--- src/rtl/demux_pkg.sv ---
`timescale 1ns/1ps
// Shared channel-select types and constants for the 4-way demux dispatcher.
// Latency: n/a (declarations only).
// Backpressure: n/a.
package demux_pkg;

    localparam int CH_NUM = 4;
    localparam int CH_W   = 2;

    typedef logic [CH_W-1:0] ch_sel_t;

    localparam logic MODE_RR    = 1'b0;
    localparam logic MODE_FIXED = 1'b1;

endpackage

--- src/rtl/rr_pick4.sv ---
`timescale 1ns/1ps
// First-available channel search over 4 slots, starting at a given index and wrapping.
// Latency: purely combinational.
// Backpressure: none; found=0 when no slot is available.
module rr_pick4
    import demux_pkg::*;
(
    input  logic [CH_NUM-1:0] avail,
    input  ch_sel_t           start,
    output logic              found,
    output ch_sel_t           idx
);

    ch_sel_t cand;

    // Scan start, start+1, ... (mod 4); the first hit wins.
    always_comb begin
        found = 1'b0;
        idx   = start;
        cand  = start;
        for (int i = 0; i < CH_NUM; i++) begin
            cand = start + ch_sel_t'(i);
            if (!found && avail[cand]) begin
                found = 1'b1;
                idx   = cand;
            end
        end
    end

endmodule

--- src/rtl/demux4_rr_dispatcher.sv ---
`timescale 1ns/1ps
// Dispatches a valid/ready input stream to 4 output channels, round-robin or pinned.
// Latency: beat accepted at edge N appears in the channel holding register at edge N.
// Backpressure: in_ready drops only when no eligible channel slot is free or draining.
module demux4_rr_dispatcher
    import demux_pkg::*;
#(
    parameter int DATA_W = 8
) (
    input  logic                     clk,
    input  logic                     rst_n,
    input  logic [DATA_W-1:0]        in_data,
    input  logic                     in_valid,
    output logic                     in_ready,
    input  logic                     mode,
    input  logic [1:0]               fixed_sel,
    output logic [4*DATA_W-1:0]      out_data,
    output logic [3:0]               out_valid,
    input  logic [3:0]               out_ready,
    output logic [1:0]               sel,
    output logic [15:0]              beat_cnt
);

    ch_sel_t           ptr;
    ch_sel_t           target;
    logic              target_found;
    logic [CH_NUM-1:0] avail;
    logic              rr_found;
    ch_sel_t           rr_idx;
    logic              accept;

    // A slot can take a beat when empty or when its current beat leaves this cycle.
    assign avail = ~out_valid | out_ready;

    rr_pick4 u_pick (
        .avail (avail),
        .start (ptr),
        .found (rr_found),
        .idx   (rr_idx)
    );

    // Target channel: fixed mode only ever considers fixed_sel; no dependence on in_valid.
    always_comb begin
        target_found = 1'b0;
        target       = '0;
        if (mode == MODE_FIXED) begin
            target_found = avail[fixed_sel];
            target       = fixed_sel;
        end else begin
            target_found = rr_found;
            target       = rr_idx;
        end
    end

    assign in_ready = target_found;
    assign accept   = in_valid & in_ready;

    // Per-channel holding registers: a reload takes priority over a drain of the same slot.
    for (genvar k = 0; k < CH_NUM; k++) begin : g_ch
        logic              vld_q;
        logic [DATA_W-1:0] dat_q;

        // Load on accept to this channel, otherwise clear valid when downstream takes it.
        always_ff @(posedge clk) begin
            if (!rst_n) begin
                vld_q <= 1'b0;
                dat_q <= '0;
            end else if (accept && (target == ch_sel_t'(k))) begin
                vld_q <= 1'b1;
                dat_q <= in_data;
            end else if (out_ready[k]) begin
                vld_q <= 1'b0;
            end
        end

        assign out_valid[k]                    = vld_q;
        assign out_data[k*DATA_W +: DATA_W]    = dat_q;
    end

    // Bookkeeping: last channel, beat counter, and round-robin pointer (frozen in fixed mode).
    always_ff @(posedge clk) begin
        if (!rst_n) begin
            sel      <= '0;
            beat_cnt <= '0;
            ptr      <= '0;
        end else if (accept) begin
            sel      <= target;
            beat_cnt <= beat_cnt + 16'd1;
            if (mode == MODE_RR) begin
                ptr <= target + ch_sel_t'(1);
            end
        end
    end

endmodule

--- config.mk ---
export PLATFORM = sky130hd
export DESIGN_NAME = demux4_rr_dispatcher
export DESIGN_NICKNAME = d
export VERILOG_FILES = /design/src/rtl/demux_pkg.sv /design/src/rtl/rr_pick4.sv /design/src/rtl/demux4_rr_dispatcher.sv
export SDC_FILE = /design/constraint.sdc
export NUM_CORES = 1
export LEC_CHECK = 0
export ABC_AREA = 1
export BUFFER_PORTS_ARGS = -buffer_cell sky130_fd_sc_hd__clkbuf_2
export CAP_MARGIN = 20
export CORE_MARGIN = 4
export CORE_UTILIZATION = 54
export DETAILED_ROUTE_END_ITERATION = 8
export PLACE_DENSITY = 0.8
export SLEW_MARGIN = 20
export SYNTH_ARGS = -nofsm -noshare
export SYNTH_HDL_FRONTEND = slang
export SYNTH_SLANG_ARGS = --single-unit
--- constraint.sdc ---
create_clock -name clk -period 2.3 [get_ports clk]
set_clock_uncertainty 0.05 [all_clocks]
set_input_delay 0.23 -clock clk [delete_from_list [all_inputs] [get_ports clk]]
set_output_delay 0.23 -clock clk [all_outputs]
set_load 0.1 [all_outputs]
Yosys cells after proc, flatten, opt, wreduce, memory -nomap -nowiden
Index checks and enable logic that the tools add are counted.
{"block": "totals", "rom_bits": 0, "latchBits": 0, "out_inout_bits": 55, "reg_bits": 56, "word_cells": 71, "inputBits": 18, "ramBits": 0, "memories": 0}
{"block": "op_classes", "n_reduce_logical": 16, "n_eq_ne": 3, "magnitude_cmp": 5, "n_bitwise": 4, "div_mod_pow": 0, "n_shift": 0, "add_sub_neg": 5, "mul": 0, "mux": 27}
{"cell": "1-bit 2-to-1 mux", "n": 18}
{"cell": "16-bit by 1-bit adder with 16-bit output, second input constant", "n": 1}
{"cell": "2-bit by 3-bit less-than comparator with 1-bit output, second input constant", "n": 5}
{"cell": "1-bit binary-select mux with 2-bit select", "n": 5}
{"cell": "2-bit 2-to-1 mux", "n": 4}
{"cell": "2-bit nonzero test", "n": 4}
{"cell": "1-bit logical AND", "n": 7}
{"cell": "2-bit by 1-bit adder with 2-bit output, second input constant", "n": 2}
{"cell": "2-bit adder, second input constant", "n": 2}
{"cell": "2-bit equality test, second input constant", "n": 2}
{"cell": "4-bit inverter", "n": 1}
{"cell": "4-bit bitwise OR", "n": 1}
{"cell": "1-bit zero test", "n": 3}
{"cell": "2-bit by 1-bit equality test with 1-bit output, second input constant", "n": 1}
{"cell": "2-bit zero test", "n": 1}
{"cell": "2-bit AND reduction", "n": 1}
{"cell": "1-bit bitwise AND", "n": 1}
{"cell": "1-bit inverter", "n": 1}

Longest topological paths before layout
{"block": "logic_depth", "ltp_word": 18, "mapped_depth": 16, "ltp_nobuf": 15}

Hierarchy
Synthesis repeated with hierarchy kept, for this count alone.
{"block": "hier_totals", "hier_cells": 478, "area_unflattened_um2": 3203.1}
{"module": "demux4_rr_dispatcher", "instances": 1, "area_per_inst_um2": 2920.3, "cells_per_inst": 415, "seq_area_each_um2": 1121.1}
{"module": "rr_pick4", "instances": 1, "area_per_inst_um2": 282.8, "cells_per_inst": 63, "seq_area_each_um2": 0.0}

Least setup slack after synthesis
OpenSTA, ideal clock, no wires.
{"block": "synth_path", "path_type": "register -> register", "start": "register beat_cnt[0]", "end": "register beat_cnt[14]", "stages_incl_launch_ff": 8, "t_arrival_ns": 2.128, "path_buffers": 0, "setup_time_ns": 0.134, "period_less_slack_ns": 2.311, "path_slack_ns": -0.011, "required_ns": 2.116, "cell_sequence": "dfxtp_1 ha_1 inv_1 nor4_1 nand3_1 xnor2_1 nand2_1 a21oi_1"}
{"block": "synth_via", "elab_chain_len": 1}
{"element": "start, declared", "line": "demux4_rr_dispatcher.sv:21", "source": "output logic [15:0] beat_cnt"}
{"element": "start signal, assigned", "line": "demux4_rr_dispatcher.sv:88", "source": "beat_cnt <= beat_cnt + 16'd1;"}
{"element": "16-bit by 1-bit adder with 16-bit output", "line": "demux4_rr_dispatcher.sv:88"}
No other way between the ends.
A chain may end at the register's enable or synchronous reset.

Worst setup path in the final report
{"block": "layout_path", "start": "register ptr[1]", "end": "register g_ch[1].dat_q[3]"}
{"block": "layout_via", "elab_chain_len": 15, "elab_cells_between_ends": 29, "cone_classes": "add/sub: 3; eq/ne: 1; mux: 17; bitwise: 1; reduce/logical: 7"}
{"element": "start, declared", "line": "demux4_rr_dispatcher.sv:24", "source": "ch_sel_t ptr;"}
{"element": "start signal, assigned", "line": "demux4_rr_dispatcher.sv:90", "source": "ptr <= target + ch_sel_t'(1);"}
{"element": "parallel branches: the longest is 14 deep, another holds 2-bit by 1-bit adder with 2-bit output"}
{"element": "1-bit logical AND *", "line": "demux4_rr_dispatcher.sv:68", "source": "end else if (accept && (target == ch_sel_t'(k))) begin"}
{"element": "end signal, assigned", "line": "demux4_rr_dispatcher.sv:70", "source": "dat_q <= in_data;"}
{"element": "end, declared", "line": "demux4_rr_dispatcher.sv:61", "source": "logic [DATA_W-1:0] dat_q;"}
Every way passes the cells marked *. The select of a mux whose other input is x is not followed.

==> qor.log <==
[clocking] clock latency of the later-clocked register in the worst-skew pair 0.31 ns
[placed_design] final RePlAce weighted congestion 0.900
[power] internal power 1.39 mW
[logic_synthesis] most frequent cells after synthesis nand2_1, nor2_1, nand3_1
[logic_synthesis] most common cell in the synthesized netlist nand2_1
[logic_synthesis] Yosys top cell by area dfxtp_1
[worst_setup_path] crit start category flop
[cells_and_area] total number of nets in the final design 531
[route] uppermost layer routed met4
[logic_synthesis] Netlist Area Pre-Place 3070 um2
[global_routing] residual overflow from global routing 0
[logic_synthesis] Synth Register Bits 56
[worst_setup_path] critical path endpoint category flop
[global_routing] vias in the first global route 2,698
[worst_setup_path] Worst Path Required 2.49 ns
[route] number of detailed-routing iterations run before antenna repair 5
[placed_design] number of port buffers 72
[route] via count of the routed design 2,972
[cells_and_area] ratio of cells with drive above 1 in the final layout 24.2%
[timing] worst-case setup margin in the final layout 0.216 ns
[placed_design] post-place instance area 3500 um2
[power] share of total power consumed by net switching 39.0%
[floorplanning] IO Pins 73
[floorplanning] horizontal die dimension 83.4 um
[clocking] number of clock sinks 56
[global_routing] wire length of the first global-routing pass 12,200 um
[logic_synthesis] xor and xnor fraction of the mapped netlist area 2.57%
[cells_and_area] Filler Cells Inserted 507
[global_routing] combined global-route utilization of all metal layers 20.9%
[power] switching power 0.887 mW
[logic_synthesis] EDFF count, synth 0
[logic_synthesis] Syn Area/Cell 6.86 um2
[floorplanning] Die Outline Area 6960 um2
[logic_synthesis] Async S/R FF share, synth 0%
[route] total wirelength of the detailed-routed design 7330 um
[clocking] CTS root buffer clkbuf_8
[timing] ratio of final minimum period to clock period 90.6%
[route] Routed met1 length 3060 um
[power] Pwr Total 2.28 mW
[logic_synthesis] area fraction of the dominant cell type after synthesis 36.5%
[timing] final hold viol count 0
[floorplanning] Initial Utilization 55.8%
[run] max-capacitance violation count 0
[power] sequential share of power 45.9%
[logic_synthesis] largest family of logic cells by synthesized area simple AND/OR/NAND/NOR gates
[logic_synthesis] unique cell type count in the Yosys netlist 31
[power] pwr dens 631 nW/um2
[timing] transition time of the tightest slew-check pin 0.598 ns
[cells_and_area] synthesis-to-finish area growth 17.5%
[clocking] CTS H-Tree Depth 2
[logic_synthesis] Synth Area in Compound Gates 8.59%
[route] routed length on met3 461 um
[power] Pleak 1.69 nW
[timing] Slew HR 59.7%
[clocking] Clock Pin Slew Worst Setup and Hold Paths 0.10 ns
[timing] highest clock rate 480 MHz
[power] peak ir drop on the vdd network 0.000501 V
[cells_and_area] Design Area, Final 3610 um2
[power] portion of total power attributed to combinational logic 31.0%
[route] average wire per cell in the routed design 12.5 um
[floorplanning] core box area 5510 um2
[floorplanning] FP Rows 27
[global_routing] pin count of the biggest net entering global routing 41
[clocking] TritonCTS buffer count 5
[clocking] post-CTS setup buffers 0
[logic_synthesis] mux share of post-synthesis cell area 0%
[timing] final setup fails 0
[route] via/cell ratio 5.08
[logic_synthesis] post-synthesis share of cell area spent on full adders, half adders and majority gates 0.407%
[timing] RSZ-0062 raised after global routing no
[placed_design] Detail Placement HPWL 5490 um
[global_routing] number of antenna violations at the first check in global routing 0
[worst_hold_path] Tightest Hold Check Type primary input to flop
[logic_synthesis] sequential share of the synthesized area 36.5%
[floorplanning] vertical die dimension 83.4 um
[route] Antenna Violating Nets Remaining 0
[logic_synthesis] net count after synthesis 467
[clocking] TritonCTS clock tree done
[logic_synthesis] number of standard cells after synthesis 448
[logic_synthesis] synthesis warning total 0
[placed_design] post-place setup slack 0.0180 ns
[cells_and_area] total inserted antenna cells 0
[worst_setup_path] Worst Path Arrival 2.28 ns
[clocking] number of buffers between clock root and the deepest sink 2
[logic_synthesis] predominant post-synthesis flop cell dfxtp_1
[logic_synthesis] simple-gate area share of the yosys netlist 41.5%
[logic_synthesis] main area contributors after synthesis dfxtp_1, nand2_1, nand3_1
[timing] max-slew violations 0
[outcome] result of the run finished, final reports clean
[clocking] hold buffer count at CTS 0
[route] total met2 wirelength after detailed routing 3730 um
[timing] Final Critical Period 2.08 ns
[route] DRC errors left 0
[worst_setup_path] CP max FO 9
[route] first-iteration detailed-routing DRC count 163
[power] Clk pwr share 23.1%
[worst_setup_path] path type of the worst setup path flop to flop
[logic make-up after synthesis]
kind of cell,count (synthesis)
flops,56
buf+inv,63
xor+xnor,9
compound gates,45
simple gates,274
fa+ha+maj,1
[worst paths after layout]
path | start | to | slack [ns] | cells past startpoint
setup / recovery | ptr[1] | g_ch[1].dat_q[3] | 0.22 | 15
hold / removal | out_ready[3] | g_ch[3].vld_q | 0.20 | 4
setup reg to reg | ptr[1] | g_ch[1].dat_q[3] | 0.22 | 15
hold reg to reg | sel[0] | sel[0] | 0.43 | 2
[state kept, by name (all words and copies together) (netlist names)]
name	flops
g_ch.vld_q	4
ptr	2
sel	2
beat_cnt	16
g_ch.dat_q	32
[critical path, cell delays in order, from the launching register on]
cell and delay, ns:
dfxtp_2 0.42, inv_2 0.10, nand2_1 0.09, nand2_2 0.07
nand3_2 0.09, nand2_4 0.09, nor2_8 0.12, nand2_2 0.05
o21ai_1 0.13, inv_1 0.10, nand2_1 0.09, nand2_2 0.09
buf_12 0.16, nor2_8 0.18, nor2_1 0.07, nor2_1 0.10
[power groups by stage]
stage	logic [mW]	registers (mW)	clock network (mW)
after CTS	0.703	1.04	0.548
after detailed placement	0.702	1.07	0
after floorplan	0.309	1.33	0
after global placement	0.694	1.07	0
after global routing	0.749	1.05	0.585
final	0.705	1.04	0.526
[area by class of cell]
type                            count  area, um2  share of cell area (%)
Multi-Input combinational cell    329       1650                    45.7
Sequential cell                    56       1130                    31.2
Inverter                           40        158                    4.37
Tap cell                           72       90.1                    2.50
Clock buffer                        7       76.3                    2.12
Timing Repair Buffer               80        498                    13.8
Clock inverter                      1       8.76                   0.243
[cells in the final DEF (no fill, tap or decap), types with 2 or more instances in the layout]
cell and n:
inv_2 4, nand3_1 64, nor2_1 67, a21oi_2 3
xor2_1 4, xnor2_1 5, nor4_1 4, clkbuf_8 5
inv_1 34, nand2_4 4, nand4_1 2, o21ai_0 4
buf_4 3, nand3_2 3, clkbuf_1 2, nand2_1 107
nor3_1 6, a21oi_1 33, buf_12 6, clkbuf_2 71
nand3b_1 2, nor2_4 3, nand2_2 8, dfxtp_1 53
nor2_8 3, dfxtp_2 2
[metal layers]
metal	up-vias	GRT usage, %
met4	0	5.12
met5	-	0
met3	9	4.37
met1	1306	24.6
met2	94	38.3
li1	1563	-
[timing repair]
action,4_1_cts,5_1_grt
endpoints found under the setup margin,1,43
resized for setup,1,6
cloned,0,0
[per-stage QoR]
stage	hold slack (ns)	utilization, %	TNS (ns)	instances
2_1_floorplan	0.390	-	-0.00360	448
3_3_place_gp	0.415	63.6	0	577
3_5_place_dp	0.414	63.6	0	577
4_1_cts	0.188	65.1	0	585
5_1_grt	0.220	65.5	0	585
6_report	0.199	65.5	0	585
No activity file was read; power rests on OpenSTA's default activity.
